--- src/rtl/water_pkg.sv ---
// Shared types and constants for the irrigation sequencer.
package water_pkg;

  typedef enum logic [2:0] {
    ST_IDLE,
    ST_REFILL,
    ST_WATER,
    ST_COOLDOWN,
    ST_FAULT
  } state_e;

  localparam logic [1:0] WL_EMPTY = 2'b00;
  localparam logic [1:0] WL_LOW   = 2'b01;
  localparam logic [1:0] WL_MID   = 2'b10;
  localparam logic [1:0] WL_FULL  = 2'b11;

  localparam logic [7:0] DEFAULT_DRY_THRESH = 8'd64;

endpackage

--- src/rtl/water_scheduler_if.sv ---
// Sensor inputs and actuator outputs of the irrigation sequencer.
interface water_scheduler_if #(
  parameter int unsigned N_ZONES = 4,
  parameter int unsigned ZW      = (N_ZONES > 1) ? $clog2(N_ZONES) : 1
);
  logic [8*N_ZONES-1:0] Moisture_sensor;
  logic [1:0]           Water_sensor;
  logic                 Pump;
  logic [N_ZONES-1:0]   Sprinkler;
  logic [ZW-1:0]        Active_zone;
  logic                 Busy;
  logic                 Fault;

  modport master (
    output Moisture_sensor, Water_sensor,
    input  Pump, Sprinkler, Active_zone, Busy, Fault
  );

  modport slave (
    input  Moisture_sensor, Water_sensor,
    output Pump, Sprinkler, Active_zone, Busy, Fault
  );
endinterface

--- src/rtl/rr_arbiter.sv ---
// Combinational round-robin picker: first requester above the last grant, wrapping.
module rr_arbiter #(
  parameter int unsigned N = 4,
  parameter int unsigned W = (N > 1) ? $clog2(N) : 1
) (
  input  logic [N-1:0] req,
  input  logic [W-1:0] last,
  output logic [N-1:0] grant,
  output logic [W-1:0] grant_idx
);

  logic        found;
  int unsigned idx;

  always_comb begin
    grant     = '0;
    grant_idx = '0;
    found     = 1'b0;
    idx       = 0;
    for (int unsigned k = 1; k <= N; k++) begin
      idx = (32'(last) + k) % N;
      if (!found && req[idx]) begin
        found      = 1'b1;
        grant[idx] = 1'b1;
        grant_idx  = W'(idx);
      end
    end
  end

endmodule

--- src/rtl/water_scheduler.sv ---
// Irrigation sequencer: hysteretic tank refill and round-robin zone watering,
// pump and sprinklers mutually exclusive, sticky refill-timeout fault.
module water_scheduler
  import water_pkg::*;
#(
  parameter int unsigned N_ZONES         = 4,
  parameter logic [7:0]  DRY_THRESH      = DEFAULT_DRY_THRESH,
  parameter int unsigned RUN_CYCLES      = 16,
  parameter int unsigned COOLDOWN_CYCLES = 8,
  parameter int unsigned REFILL_TIMEOUT  = 64
) (
  input  logic              CLK,
  input  logic              Reset,
  water_scheduler_if.slave  io
);

  localparam int unsigned ZW = (N_ZONES > 1) ? $clog2(N_ZONES) : 1;
  localparam int unsigned RW = $clog2(RUN_CYCLES) + 1;
  localparam int unsigned CW = $clog2(COOLDOWN_CYCLES) + 1;
  localparam int unsigned FW = $clog2(REFILL_TIMEOUT) + 1;

  localparam logic [RW-1:0] RUN_LOAD    = RW'(RUN_CYCLES - 1);
  localparam logic [CW-1:0] COOL_LOAD   = CW'(COOLDOWN_CYCLES - 1);
  localparam logic [FW-1:0] REFILL_LAST = FW'(REFILL_TIMEOUT - 1);
  localparam logic [ZW-1:0] LAST_INIT   = ZW'(N_ZONES - 1);

  state_e              state_q, state_d;
  logic [RW-1:0]       run_q, run_d;
  logic [CW-1:0]       cool_q, cool_d;
  logic [FW-1:0]       refill_q, refill_d;
  logic [ZW-1:0]       last_q, last_d;
  logic [ZW-1:0]       zone_q, zone_d;
  logic                pump_q, pump_d;
  logic [N_ZONES-1:0]  spr_q, spr_d;
  logic                busy_q, busy_d;
  logic                fault_q, fault_d;

  logic [N_ZONES-1:0]  req;
  logic [N_ZONES-1:0]  arb_grant;
  logic [ZW-1:0]       arb_idx;
  logic                empty;

  always_comb begin
    req = '0;
    for (int unsigned z = 0; z < N_ZONES; z++) begin
      req[z] = io.Moisture_sensor[8*z +: 8] < DRY_THRESH;
    end
  end

  rr_arbiter #(
    .N (N_ZONES),
    .W (ZW)
  ) u_arb (
    .req       (req),
    .last      (last_q),
    .grant     (arb_grant),
    .grant_idx (arb_idx)
  );

  assign empty = (io.Water_sensor == WL_EMPTY);

  always_comb begin
    state_d  = state_q;
    run_d    = run_q;
    cool_d   = cool_q;
    refill_d = refill_q;
    last_d   = last_q;
    zone_d   = zone_q;

    unique case (state_q)
      ST_IDLE: begin
        if (empty) begin
          state_d  = ST_REFILL;
          refill_d = '0;
        end else if (|arb_grant) begin
          state_d = ST_WATER;
          run_d   = RUN_LOAD;
          last_d  = arb_idx;
          zone_d  = arb_idx;
        end
      end
      ST_REFILL: begin
        if (io.Water_sensor == WL_FULL) begin
          state_d = ST_COOLDOWN;
          cool_d  = COOL_LOAD;
        end else if (refill_q == REFILL_LAST) begin
          state_d = ST_FAULT;
        end else begin
          refill_d = refill_q + FW'(1);
        end
      end
      ST_WATER: begin
        // Tank running dry outranks a normal end of run.
        if (empty) begin
          state_d  = ST_REFILL;
          refill_d = '0;
        end else if (run_q == '0) begin
          state_d = ST_COOLDOWN;
          cool_d  = COOL_LOAD;
        end else begin
          run_d = run_q - RW'(1);
        end
      end
      ST_COOLDOWN: begin
        if (cool_q == '0) begin
          state_d = ST_IDLE;
        end else begin
          cool_d = cool_q - CW'(1);
        end
      end
      ST_FAULT: state_d = ST_FAULT;
      default:  state_d = ST_IDLE;
    endcase

    // Outputs are decoded from the next state so they register alongside it.
    pump_d  = (state_d == ST_REFILL);
    spr_d   = (state_d == ST_WATER) ? ({{(N_ZONES-1){1'b0}}, 1'b1} << zone_d) : '0;
    busy_d  = (state_d != ST_IDLE);
    fault_d = (state_d == ST_FAULT);
  end

  always_ff @(posedge CLK) begin
    if (Reset) begin
      state_q  <= ST_IDLE;
      run_q    <= '0;
      cool_q   <= '0;
      refill_q <= '0;
      last_q   <= LAST_INIT;
      zone_q   <= '0;
      pump_q   <= 1'b0;
      spr_q    <= '0;
      busy_q   <= 1'b0;
      fault_q  <= 1'b0;
    end else begin
      state_q  <= state_d;
      run_q    <= run_d;
      cool_q   <= cool_d;
      refill_q <= refill_d;
      last_q   <= last_d;
      zone_q   <= zone_d;
      pump_q   <= pump_d;
      spr_q    <= spr_d;
      busy_q   <= busy_d;
      fault_q  <= fault_d;
    end
  end

  assign io.Pump        = pump_q;
  assign io.Sprinkler   = spr_q;
  assign io.Active_zone = zone_q;
  assign io.Busy        = busy_q;
  assign io.Fault       = fault_q;

endmodule

--- src/flat_wrapper.sv ---
// flat-port wrapper written by rule: the top's interface ports become plain ports
module water_scheduler_flat import water_pkg::*;
#(
  parameter int unsigned N_ZONES         = 4,
  parameter logic [7:0]  DRY_THRESH      = DEFAULT_DRY_THRESH,
  parameter int unsigned RUN_CYCLES      = 16,
  parameter int unsigned COOLDOWN_CYCLES = 8,
  parameter int unsigned REFILL_TIMEOUT  = 64
)
  (CLK, Reset, io_Moisture_sensor, io_Water_sensor, io_Pump, io_Sprinkler, io_Active_zone, io_Busy, io_Fault);
  water_scheduler_if #(.N_ZONES(N_ZONES)) io_i ();
  input  logic CLK;
  input  logic Reset;
  input wire logic [$bits(io_i.Moisture_sensor)-1:0] io_Moisture_sensor;
  input wire logic [$bits(io_i.Water_sensor)-1:0] io_Water_sensor;
  output wire logic [$bits(io_i.Pump)-1:0] io_Pump;
  output wire logic [$bits(io_i.Sprinkler)-1:0] io_Sprinkler;
  output wire logic [$bits(io_i.Active_zone)-1:0] io_Active_zone;
  output wire logic [$bits(io_i.Busy)-1:0] io_Busy;
  output wire logic [$bits(io_i.Fault)-1:0] io_Fault;
  assign io_i.Moisture_sensor = io_Moisture_sensor;
  assign io_i.Water_sensor = io_Water_sensor;
  assign io_Pump = io_i.Pump;
  assign io_Sprinkler = io_i.Sprinkler;
  assign io_Active_zone = io_i.Active_zone;
  assign io_Busy = io_i.Busy;
  assign io_Fault = io_i.Fault;
  water_scheduler #(.N_ZONES(N_ZONES), .DRY_THRESH(DRY_THRESH), .RUN_CYCLES(RUN_CYCLES), .COOLDOWN_CYCLES(COOLDOWN_CYCLES), .REFILL_TIMEOUT(REFILL_TIMEOUT)) u_core (.CLK(CLK), .Reset(Reset), .io(io_i));
endmodule
--- config.mk ---
export PLATFORM = sky130hd
export DESIGN_NAME = water_scheduler_flat
export DESIGN_NICKNAME = d
export VERILOG_FILES = /design/src/rtl/water_pkg.sv /design/src/rtl/water_scheduler_if.sv /design/src/rtl/rr_arbiter.sv /design/src/rtl/water_scheduler.sv /design/src/flat_wrapper.sv
export SDC_FILE = /design/constraint.sdc
export NUM_CORES = 1
export LEC_CHECK = 0
export BUFFER_PORTS_ARGS = -buffer_cell sky130_fd_sc_hd__buf_2
export CAP_MARGIN = 10
export CORE_MARGIN = 3
export CORE_UTILIZATION = 52
export DETAILED_ROUTE_END_ITERATION = 8
export GPL_TIMING_DRIVEN = 0
export PLACE_DENSITY = 0.79
export SYNTH_ARGS = -nofsm -noshare
export SYNTH_HDL_FRONTEND = slang
export SYNTH_SLANG_ARGS = --single-unit
--- constraint.sdc ---
create_clock -name CLK -period 3.2 [get_ports CLK]
set_input_delay 0.48 -clock CLK [delete_from_list [all_inputs] [get_ports CLK]]
set_output_delay 0.48 -clock CLK [all_outputs]
set_load 0.05 [all_outputs]
==> results of run 1 <==
-- cells by family after synthesis --
kind of cell | after synthesis
simple gates | 82
compound gates | 41
flops | 30
buf+inv | 20
fa+ha+maj | 12
xor+xnor | 8
mux | 5
-- worst paths after layout --
kind / endpoint / slack, ns
max: u_core.io.Sprinkler[0]$_SDFF_PP0_ / 0.28
min: u_core.refill_q[6]$_SDFFE_PP0P_ / 0.46
max reg2reg: u_core.io.Sprinkler[0]$_SDFF_PP0_ / 0.28
min reg2reg: u_core.refill_q[6]$_SDFFE_PP0P_ / 0.46
-- flip-flops by register name, summed over array words and instances (netlist names) --
register,count
u_core.io.Fault,1
u_core.io.Pump,1
u_core.cool_q,4
u_core.io.Busy,1
u_core.state_q,3
u_core.io.Active_zone,2
u_core.refill_q,7
u_core.run_q,5
u_core.last_q,2
u_core.io.Sprinkler,4
-- where the power goes --
part	total, uW	switching [uW]	internal (uW)	leakage [uW]
clock network	233	127	106	0.0000353
registers	539	73.2	466	0.000245
logic	819	490	329	0.000487
total	1590	690	901	0.000767
-- synth_stat cells (all sizes together), types with 2 or more instances --
library cell / number / share of area
o22ai: 2 / 0.0072
o221a: 2 / 0.013
nand3b: 5 / 0.022
nor3b: 2 / 0.0087
o211ai: 3 / 0.013
and2: 2 / 0.0087
or4b: 2 / 0.014
clkbuf: 3 / 0.0065
nor2: 21 / 0.046
buf: 5 / 0.028
inv: 12 / 0.026
xnor2: 5 / 0.025
xor2: 3 / 0.015
nor4: 3 / 0.014
mux2: 2 / 0.013
nand4: 2 / 0.0072
nand2b: 3 / 0.011
nor3: 9 / 0.026
a211oi: 3 / 0.013
ha: 12 / 0.087
a21oi: 12 / 0.035
mux4: 2 / 0.028
dfxtp: 30 / 0.35
o21ai: 6 / 0.017
nand2: 13 / 0.028
nand3: 10 / 0.029
a221oi: 3 / 0.015
or3: 4 / 0.014
-- worst max-delay path, stage by stage (launching register included) --
cell,delay [ns]
dfxtp_1,0.56
inv_1,0.24
ha_1,0.37
mux4_2,0.33
or4b_4,0.55
and2_4,0.17
buf_6,0.13
or3_1,0.36
a21oi_1,0.15
-- per-layer routing --
layer | up-vias | GRT usage
met4 | 0 | 0.0566
met2 | 41 | 0.287
met3 | 7 | 0.0481
li1 | 777 | -
met1 | 720 | 0.240
met5 | - | 0
-- area by class of cell --
type	count	share of cell area
clock inverters	1	0.00258
well taps	44	0.0284
flip-flops and latches	30	0.309
plain buffers	8	0.0309
multi-input cells	148	0.528
repair buffers	19	0.0490
clock buffers	7	0.0284
inverters	12	0.0232
-- through the flow --
| step | cell area, sq um | hold WS [ns] | util | total power (uW) |
|---|---|---|---|---|
| 2_1_floorplan | 1730 | 0.431 | - | 1190 |
| 3_3_place_gp | 1880 | 0.454 | 0.606 | 1340 |
| 3_5_place_dp | 1880 | 0.449 | 0.606 | 1360 |
| 4_1_cts | 1940 | 0.464 | 0.626 | 1590 |
| 5_1_grt | 1940 | 0.502 | 0.626 | 1720 |
| 6_report | 1940 | 0.465 | 0.626 | 1590 |
==> metrics.csv, run 1 <==
stage,metric,value,unit
critical_path,critPathKind,reg2reg,
critical_path,crit_required,3.47,ns
floorplanning,core,3100,sq um
floorplanning,die_w,63.7,um
finish,multiInputGateArea,1030,sq um
routing,routedWlPerCell,12.7,um
hold_path,hold_path_class,reg2reg,
clocking,cts_inserted_buffers,5,
routing,ant_nets,0,
synth,synth_enable_flop_cells,0,
timing,fmax,343,MHz
timing,setup_viol,0,
global_route,overflow,0,
finish,areaGrowthSynthToFinish,12.1,%
routing,vias,1545,
clocking,postCtsHoldBufs,0,
timing,slew_headroom,0.510,
synth,synthArstFlopShare,0,
routing,dr.max_layer_used,met4,
global_route,antenna_found_initial,0,
job,drv_cap,0,
timing,fin_crit_sh,0.912,
finish,final_cell_mix,"dfxtp_1, nor2_1, buf_2",
placed_design,placedCellCount,261,
clocking,post-cts-setup-buffer-count,0,
finish,fin_cells,269,
timing,fin_setup_tns,0,ns
synth,synth_top_family_by_area,simple AND/OR/NAND/NOR gates,
floorplanning,die_y,63.7,um
routing,drc,0,
timing,skew,0.0115,ns
hold_path,hp-start,u_core.refill_q[6]$_SDFFE_PP0P_,
routing,drt_iter0_markers,77,
synth,synth_mux_area_frac,0.0470,
global_route,grt_pass1_wl,5.92,mm
synth,synthDistinctLibCells,52,
synth,seq_area_frac_synth,0.347,
power_and_ir_drop,ir_drop,0.000447,V
clocking,clock-root-buffer,clkbuf_4,
critical_path,cp.arrival,3.19,ns
placed_design,place_congestion,0.795,
global_route,grtUsageTotal,0.181,
critical_path,crit_start,u_core.last_q[0]$_SDFFE_PP1P_,
finish,n_fill_cell,297,
synth,yosys.area_share.simple,0.255,
routing,firstDrtPassIters,4,
synth,synthesis.nets,246,
power_and_ir_drop,powerDensity,819,nW/um^2
synth,synthAdderAreaFrac,0.0867,
synth,ys_seq_elements,30,
outcome,status,finished clean,
synth,syn_area,1730,sq um
critical_path,worst-r2r-cell-count,8,
clocking,cts_sinks,30,
synth,syn_inst,198,
hold_path,hold_depth,2,
finish,mostFrequentLayoutCell,dfxtp_1,
floorplanning,initial_core_util,0.558,
critical_path,cp-end-kind,register,
finish,nets,272,
timing,report.final.slew_viol_count,0,
critical_path,critPathMaxFanout,10,
global_route,grt_pass1_vias,1346,
critical_path,rr_startpoint,u_core.last_q[0]$_SDFFE_PP1P_,
clocking,clkTransAtPathRegs,0.10,ns
finish,ff_latch_area,601,sq um
clocking,htreeDepth,2,
clocking,cts_buffer_depth,2,
synth,synth_top_flop_cell,dfxtp_1,
floorplanning,ioPinCount,45,
routing,finalWirelength,3.42,mm
synth,yosys_warnings,0,
timing,rsz0062_at_grt,no,
routing,met3_length,193,um
synth,postSynthAreaPerCell,8.75,sq um
routing,wl_met1,1.56,mm
timing,worst_pin_slew,0.736,ns
floorplanning,fp-row-count,20,
clocking,cts.repair.resized,0,
timing,finalHoldViolCount,0,
synth,synth_compound_area_frac,0.163,
clocking,cts_tree,done,
routing,dr_wl_met2,1.62,mm
floorplanning,die-area,4060,sq um
clocking,clkLatencyLatePin,0.33,ns
routing,viasPerCell,5.74,
synth,synth_xor_area_frac,0.0405,
timing,layout_min_cycle_time,2.92,ns
timing,setup_ws,0.281,ns
finish,drive_gt1_frac,0.173,
finish,num_antenna_cells,0,
critical_path,start_kind,register,
power_and_ir_drop,leakage,0.000767,uW
placed_design,hpwl,2.47,mm
global_route,grt_max_degree,11,
placed_design,pre_cts_slack,0.312,ns
placed_design,port_buffers,19,
Power figures use the tool's default switching activity.
==> run 2, diff against run 1 <==
ABC_AREA = 1   (was unset)
CORE_UTILIZATION = 53   (was 52)
PLACE_DENSITY = 0.8   (was 0.79)
==> run 2 against run 1 <==
Synthesized area is 2.3% higher. Final area up 2.1%. Routed wire length is 3.4% lower. Fmax rose by 20%. Largest power group unchanged. Non-clock buffer count decreased by 6.
==> metrics.csv, run 2 <==
stage,metric,value,unit,change
power_and_ir_drop,ir_drop,0.000572,V,+28%
finish,top_register,u_core.refill_q,,
critical_path,r2r_slack,0.78,ns,+0.50 ns
critical_path,r2r-end,u_core.io.Sprinkler[2]$_SDFF_PP0_,,
clocking,clkLatencyLatePin,0.34,ns,about the same
routing,ant_nets,0,,unchanged
synth,synth_area_leaders,"dfxtp_1, nand2_1, ha_1, nor2_1, inv_1",,
synth,synth.top_cell.area_share,0.339,,-0.00784
synth,yosysMostFrequentCell,nand2_1,,
global_route,antenna_found_initial,0,,unchanged
global_route,grt_pass1_wl,5.97,mm,+0.81%
timing,setup_viol,0,,unchanged
finish,num_antenna_cells,0,,unchanged
synth,synthDistinctLibCells,34,,-35%
routing,routedWlPerCell,10.6,um,-17%
timing,rsz0062_at_grt,no,,
finish,drive_gt1_frac,0.198,,+0.0244
global_route,grtUsageTotal,0.184,,+0.00236
finish,nets,315,,+16%
timing,finalHoldViolCount,0,,unchanged
finish,areaGrowthSynthToFinish,11.9,%,
placed_design,placed_cell_area,1920,sq um,+2.1%
critical_path,critical_path.top_delay_family,simple AND/OR/NAND/NOR gates,,
finish,fin_cells,312,,+16%
routing,drt_iter0_markers,60,,-22%
finish,mostFrequentLayoutCell,nand2_1,,
timing,setup_ws,0.777,ns,+0.496 ns
synth,syn_inst,241,,+22%
timing,slew_headroom,0.623,,+0.113
hold_path,hp-start,u_core.run_q[0]$_SDFFE_PP0P_,,
timing,fmax,413,MHz,+20%
timing,report.final.slew_viol_count,0,,unchanged
placed_design,port_buffers,19,,unchanged
routing,drc,0,,unchanged
outcome,status,finished clean,,
clocking,post-cts-setup-buffer-count,0,,unchanged
synth,synth_top_flop_cell,dfxtp_1,,
critical_path,cpPeakStageDelay,0.57,ns,about the same
floorplanning,die_w,63.8,um,+0.17%
hold_path,hold_path_class,reg2reg,,
hold_path,hold_end,u_core.run_q[0]$_SDFFE_PP0P_,,
timing,fin_crit_sh,0.757,,-0.155
timing,layout_min_cycle_time,2.42,ns,-0.496 ns
critical_path,critPathKind,reg2reg,,
placed_design,placedCellCount,304,,+16%
finish,largest_reg_flops,7,,unchanged
floorplanning,die-area,4070,sq um,+0.35%
clocking,htreeDepth,2,,unchanged
placed_design,place_congestion,0.845,,+6.3%
job,drv_cap,0,,unchanged
critical_path,worstPathBufferInverterCount,2,,unchanged
synth,synth_enable_flop_cells,0,,unchanged
timing,fin_setup_tns,0,ns,unchanged
synth,seq_area_frac_synth,0.339,,-0.00784
global_route,grt_max_degree,12,,+1
routing,firstDrtPassIters,4,,unchanged
placed_design,pre_cts_slack,0.765,ns,+0.453 ns
power_and_ir_drop,leakage,0.000935,uW,+22%
synth,synthesis.nets,289,,+17%
synth,synth_area_leader_cell,dfxtp_1,,
synth,postSynthAreaPerCell,7.35,sq um,-16%
clocking,cts.repair.resized,0,,unchanged
finish,final_area,1980,sq um,+2.1%
clocking,cts_sinks,30,,unchanged
clocking,cts_buffer_depth,2,,unchanged
finish,reg_top3,"u_core.refill_q: 7 flops, u_core.run_q: 5 flops",,
critical_path,rr_startpoint,u_core.last_q[0]$_SDFFE_PP1P_,,
critical_path,crit_required,3.47,ns,about the same
floorplanning,initial_core_util,0.566,,+0.00834
placed_design,hpwl,2.54,mm,+2.9%
synth,yosys_warnings,0,,unchanged
finish,final_cell_mix,"nand2_1, nor2_1, dfxtp_1",,
timing,skew,0.0198,ns,+0.00828 ns
floorplanning,die_y,63.8,um,+0.17%
critical_path,cp.arrival,2.69,ns,-0.50 ns
synth,ys_seq_elements,30,,unchanged
critical_path,critPathMaxFanout,11,,+1
clocking,cts_inserted_buffers,5,,unchanged
clocking,clkTransAtPathRegs,0.10,ns,about the same
floorplanning,core,3130,sq um,+0.81%
critical_path,cp-end-kind,register,,
critical_path,worst-r2r-cell-count,13,,+5
synth,syn_area,1770,sq um,+2.3%
synth,synthArstFlopShare,0,,unchanged
floorplanning,ioPinCount,45,,unchanged
global_route,grt_pass1_vias,1419,,+5.4%
timing,worst_pin_slew,0.560,ns,-0.176 ns
clocking,cts_tree,done,,
critical_path,worstPathCellList,inv_2 > ha_1 > inv_1 > nand3_1 > nand2_1 > nand3b_2 > nand2_2 > nand2_4 > nand3_4 > nand3_4 > nor2_2 > nand2_1 > nor2_1,,
clocking,clock-root-buffer,clkbuf_4,,
power_and_ir_drop,powerDensity,1010,nW/um^2,+23%
routing,vias,1585,,+2.6%
synth,synth_common_cells,"nand2_1, nor2_1, dfxtp_1, inv_1",,
routing,viasPerCell,5.08,,-12%
critical_path,critPathSlowestCell,dfxtp_1,,
clocking,postCtsHoldBufs,0,,unchanged
hold_path,hold_depth,2,,unchanged
routing,finalWirelength,3.30,mm,-3.4%
floorplanning,fp-row-count,20,,unchanged
global_route,overflow,0,,unchanged
critical_path,start_kind,register,,
## run 2: cell count changes after synthesis, sizes merged, moves of 4 or more
cell   before  now
nor2       21   36
inv        12   28
xnor2       5    1
nand3      10   14
o21ai       6   13
nand2      13   57
or3         4    0
buf         5    0
nand4       2    9
## run 2: worst max-delay path by stage
stage / from / endpoint / cells past startpoint
3_5_place_dp: u_core.last_q[0]$_SDFFE_PP1P_ / u_core.io.Sprinkler[2]$_SDFF_PP0_ / 13
4_1_cts: u_core.last_q[0]$_SDFFE_PP1P_ / u_core.io.Sprinkler[2]$_SDFF_PP0_ / 13
6_report: u_core.last_q[0]$_SDFFE_PP1P_ / u_core.io.Sprinkler[2]$_SDFF_PP0_ / 13
3_3_place_gp: u_core.last_q[0]$_SDFFE_PP1P_ / u_core.io.Sprinkler[1]$_SDFF_PP0_ / 13
2_1_floorplan: u_core.last_q[0]$_SDFFE_PP1P_ / u_core.io.Sprinkler[0]$_SDFF_PP0_ / 14
5_1_grt: u_core.last_q[0]$_SDFFE_PP1P_ / u_core.io.Sprinkler[0]$_SDFF_PP0_ / 15
## run 2: per-layer routing
metal	wire, um	track usage	up-vias
met5	0	0	-
met4	51	0.0997	0
met3	146	0.0492	5
met2	1630	0.299	31
met1	1480	0.218	701
li1	-	-	848
## run 2: cells by family after synthesis
family | count (synthesis) | synth area share
compound gates | 31 | 0.106
xor+xnor | 4 | 0.0198
fa+ha+maj | 12 | 0.0847
buf+inv | 30 | 0.0636
flops | 30 | 0.339
mux | 1 | 0.0127
simple gates | 133 | 0.374
## run 2: where the power goes
part	internal (uW)	switching [uW]
logic	418	783
clock network	106	125
registers	477	90.6
total	1000	999
## run 2: metrics by stage
stage	total power, uW	util	hold WS, ns
2_1_floorplan	1570	-	0.454
3_3_place_gp	1760	0.614	0.463
3_5_place_dp	1780	0.614	0.473
4_1_cts	2020	0.634	0.488
5_1_grt	2210	0.634	0.523
6_report	2000	0.634	0.490
## run 2: final cells by class
cell class,instances,area [sq um]
multi-input cells,181,1060
flip-flops and latches,30,601
clock buffers,7,55.1
fillers,292,1150
plain buffers,2,7.51
clock inverters,1,5.00
inverters,28,105
well taps,44,55.1
repair buffers,19,95.1
## run 2: tightest hold or removal path, delay by kind of cell (launching register included)
family,cells,cell delay [ns]
flops,1,0.34
simple gates,1,0.06
compound gates,1,0.05
==> run 3, diff against run 2 <==
CORE_UTILIZATION = 47   (was 53)
PLACE_DENSITY = 0.75   (was 0.8)
clock period = 2.1 ns   (was 3.2 ns; I/O delays follow)
==> run 3 against run 2 <==
First-iteration DRC count is 83% higher. Combinational power grew 86%. Clock power rose by 110%. Routed wire length rose by 15%. Hold slack got worse by 0.061 ns. Sequential power up 53%. Final area up 9.0%. Die area rose by 12%. Setup slack worse by 0.75 ns. Largest power group unchanged. Highest routed layer unchanged.
==> metrics.csv, run 3 (synthesis gave the netlist of run 2 again) <==
stage,metric,value,unit,change
critical_path,start_kind,register,,
clocking,postCtsHoldBufs,0,,unchanged
floorplanning,fp-row-count,21,,+5.0%
finish,n_fill_cell,331,,+13%
critical_path,cp-end-kind,register,,
timing,fin_crit_sh,0.987,,+0.230
finish,areaGrowthSynthToFinish,21.9,%,
routing,vias,1617,,+2.0%
clocking,cts_buffer_depth,2,,unchanged
routing,finalWirelength,3.80,mm,+15%
global_route,antenna_found_initial,0,,unchanged
clocking,htreeDepth,2,,unchanged
floorplanning,ioPinCount,45,,unchanged
routing,ant_nets,0,,unchanged
routing,drt_iter0_markers,110,,+83%
routing,routedWlPerCell,11.7,um,+11%
finish,nets,325,,+3.2%
floorplanning,die_y,67.4,um,+5.6%
global_route,grt_pass1_wl,6.15,mm,+3.0%
finish,largest_reg_flops,7,,unchanged
finish,final_area,2160,sq um,+9.0%
floorplanning,core,3470,sq um,+11%
critical_path,critPathMaxFanout,5,,-6
power_and_ir_drop,leakage,0.00100,uW,+7.2%
finish,drive_gt1_frac,0.273,,+0.0756
timing,layout_min_cycle_time,2.07,ns,-0.351 ns
timing,finalHoldViolCount,0,,unchanged
power_and_ir_drop,powerDensity,1660,nW/um^2,+64%
clocking,clkTransAtPathRegs,0.06,ns,-0.04 ns
placed_design,place_congestion,0.788,,-6.7%
placed_design,placed_cell_area,1920,sq um,+0.13%
clocking,cts_sinks,30,,unchanged
timing,worst_pin_slew,0.610,ns,+0.0501 ns
timing,report.final.slew_viol_count,0,,unchanged
placed_design,port_buffers,19,,unchanged
critical_path,cp.arrival,2.30,ns,-0.39 ns
timing,rsz0062_at_grt,yes,,
timing,slew_headroom,0.589,,-0.0337
routing,firstDrtPassIters,4,,unchanged
hold_path,hold_path_class,in2reg,,
job,drv_cap,0,,unchanged
placed_design,hpwl,2.59,mm,+2.0%
finish,mostFrequentLayoutCell,nand2_1,,
critical_path,crit_required,2.33,ns,-1.14 ns
timing,fmax,482,MHz,+17%
finish,final_cell_mix,"nand2_1, nor2_1, dfxtp_1",,
floorplanning,die-area,4540,sq um,+12%
clocking,cts_tree,done,,
clocking,clock-root-buffer,clkbuf_8,,
timing,holdWs,0.429,ns,-0.0608 ns
clocking,clkLatencyLatePin,0.28,ns,-0.06 ns
finish,reg_top3,"u_core.refill_q: 7 flops, u_core.run_q: 5 flops",,
power_and_ir_drop,design_power_total,3580,uW,+79%
clocking,cts_inserted_buffers,5,,unchanged
global_route,grtUsageTotal,0.176,,-0.00755
floorplanning,die_w,67.4,um,+5.6%
global_route,overflow,0,,unchanged
finish,top_register,u_core.refill_q,,
floorplanning,initial_core_util,0.511,,-0.0556
finish,num_antenna_cells,0,,unchanged
outcome,status,finished clean,,
timing,setup_viol,0,,unchanged
critical_path,critPathKind,reg2reg,,
routing,viasPerCell,4.99,,-1.8%
timing,skew,0.00557,ns,-0.0142 ns
global_route,grt_pass1_vias,1462,,+3.0%
routing,drc,0,,unchanged
global_route,grt_max_degree,12,,unchanged
power_and_ir_drop,ir_drop,0.000802,V,+40%
run 3: what timing repair did:
item	CTS	global route
pin swaps	1	5
setup endpoints to repair	15	13
setup buffers	1	9
resized for setup	8	11
run 3: cell type report:
cell class                      count  area (sq um)  area share
Sequential cell                    30           608       0.282
Timing Repair Buffer               29           170      0.0788
Multi-Input combinational cell    181          1110       0.516
Clock inverter                      1          5.00     0.00232
Tap cell                           46          57.6      0.0267
Clock buffer                        7          86.3      0.0400
Inverter                           28           111      0.0516
Buffer                              2          7.51     0.00348
run 3: final timing paths:
check,startpoint,cells past startpoint,slack [ns],to
max,u_core.last_q[1]$_SDFFE_PP1P_,11,0.03,u_core.io.Sprinkler[3]$_SDFF_PP0_
min,Reset,2,0.43,u_core.run_q[0]$_SDFFE_PP0P_
max reg2reg,u_core.last_q[1]$_SDFFE_PP1P_,11,0.03,u_core.io.Sprinkler[3]$_SDFF_PP0_
min reg2reg,u_core.run_q[0]$_SDFFE_PP0P_,2,0.48,u_core.run_q[0]$_SDFFE_PP0P_
run 3: worst max-delay path, cell delays in order, from the launching register on:
cell        delay [ns]
dfxtp_4           0.37
clkinvlp_4        0.16
ha_4              0.35
mux2i_4           0.32
nand3b_4          0.11
nand2_2           0.08
nand2_4           0.07
nand2_4           0.08
nand4_1           0.16
nand2_2           0.17
inv_2             0.06
nor2_1            0.09
run 3: stage by stage:
stage / setup slack, ns / TNS, ns / util / cells
6_report: 0.0273 / 0 / 0.623 / 324
5_1_grt: -0.0776 / -0.325 / 0.623 / 324
4_1_cts: 0.00990 / 0 / 0.592 / 315
3_5_place_dp: -0.319 / -3.17 / 0.555 / 306
3_3_place_gp: -0.332 / -3.25 / 0.555 / 306
2_1_floorplan: 0.00126 / 0 / - / 241
run 3: per-layer routing:
layer / track usage / share of wire / vias to the layer above
met4: 0.0608 / 0.015 / 0
met3: 0.0416 / 0.026 / 7
met1: 0.211 / 0.45 / 722
li1: - / - / 867
met2: 0.307 / 0.51 / 21
met5: 0 / 0 / -
run 3: power by group:
part           leakage [uW]  switching [uW]  total (uW)  internal, uW
Sequential         0.000246             129         869           740
Combinational      0.000708            1370        2230           862
Clock             0.0000482             215         479           264
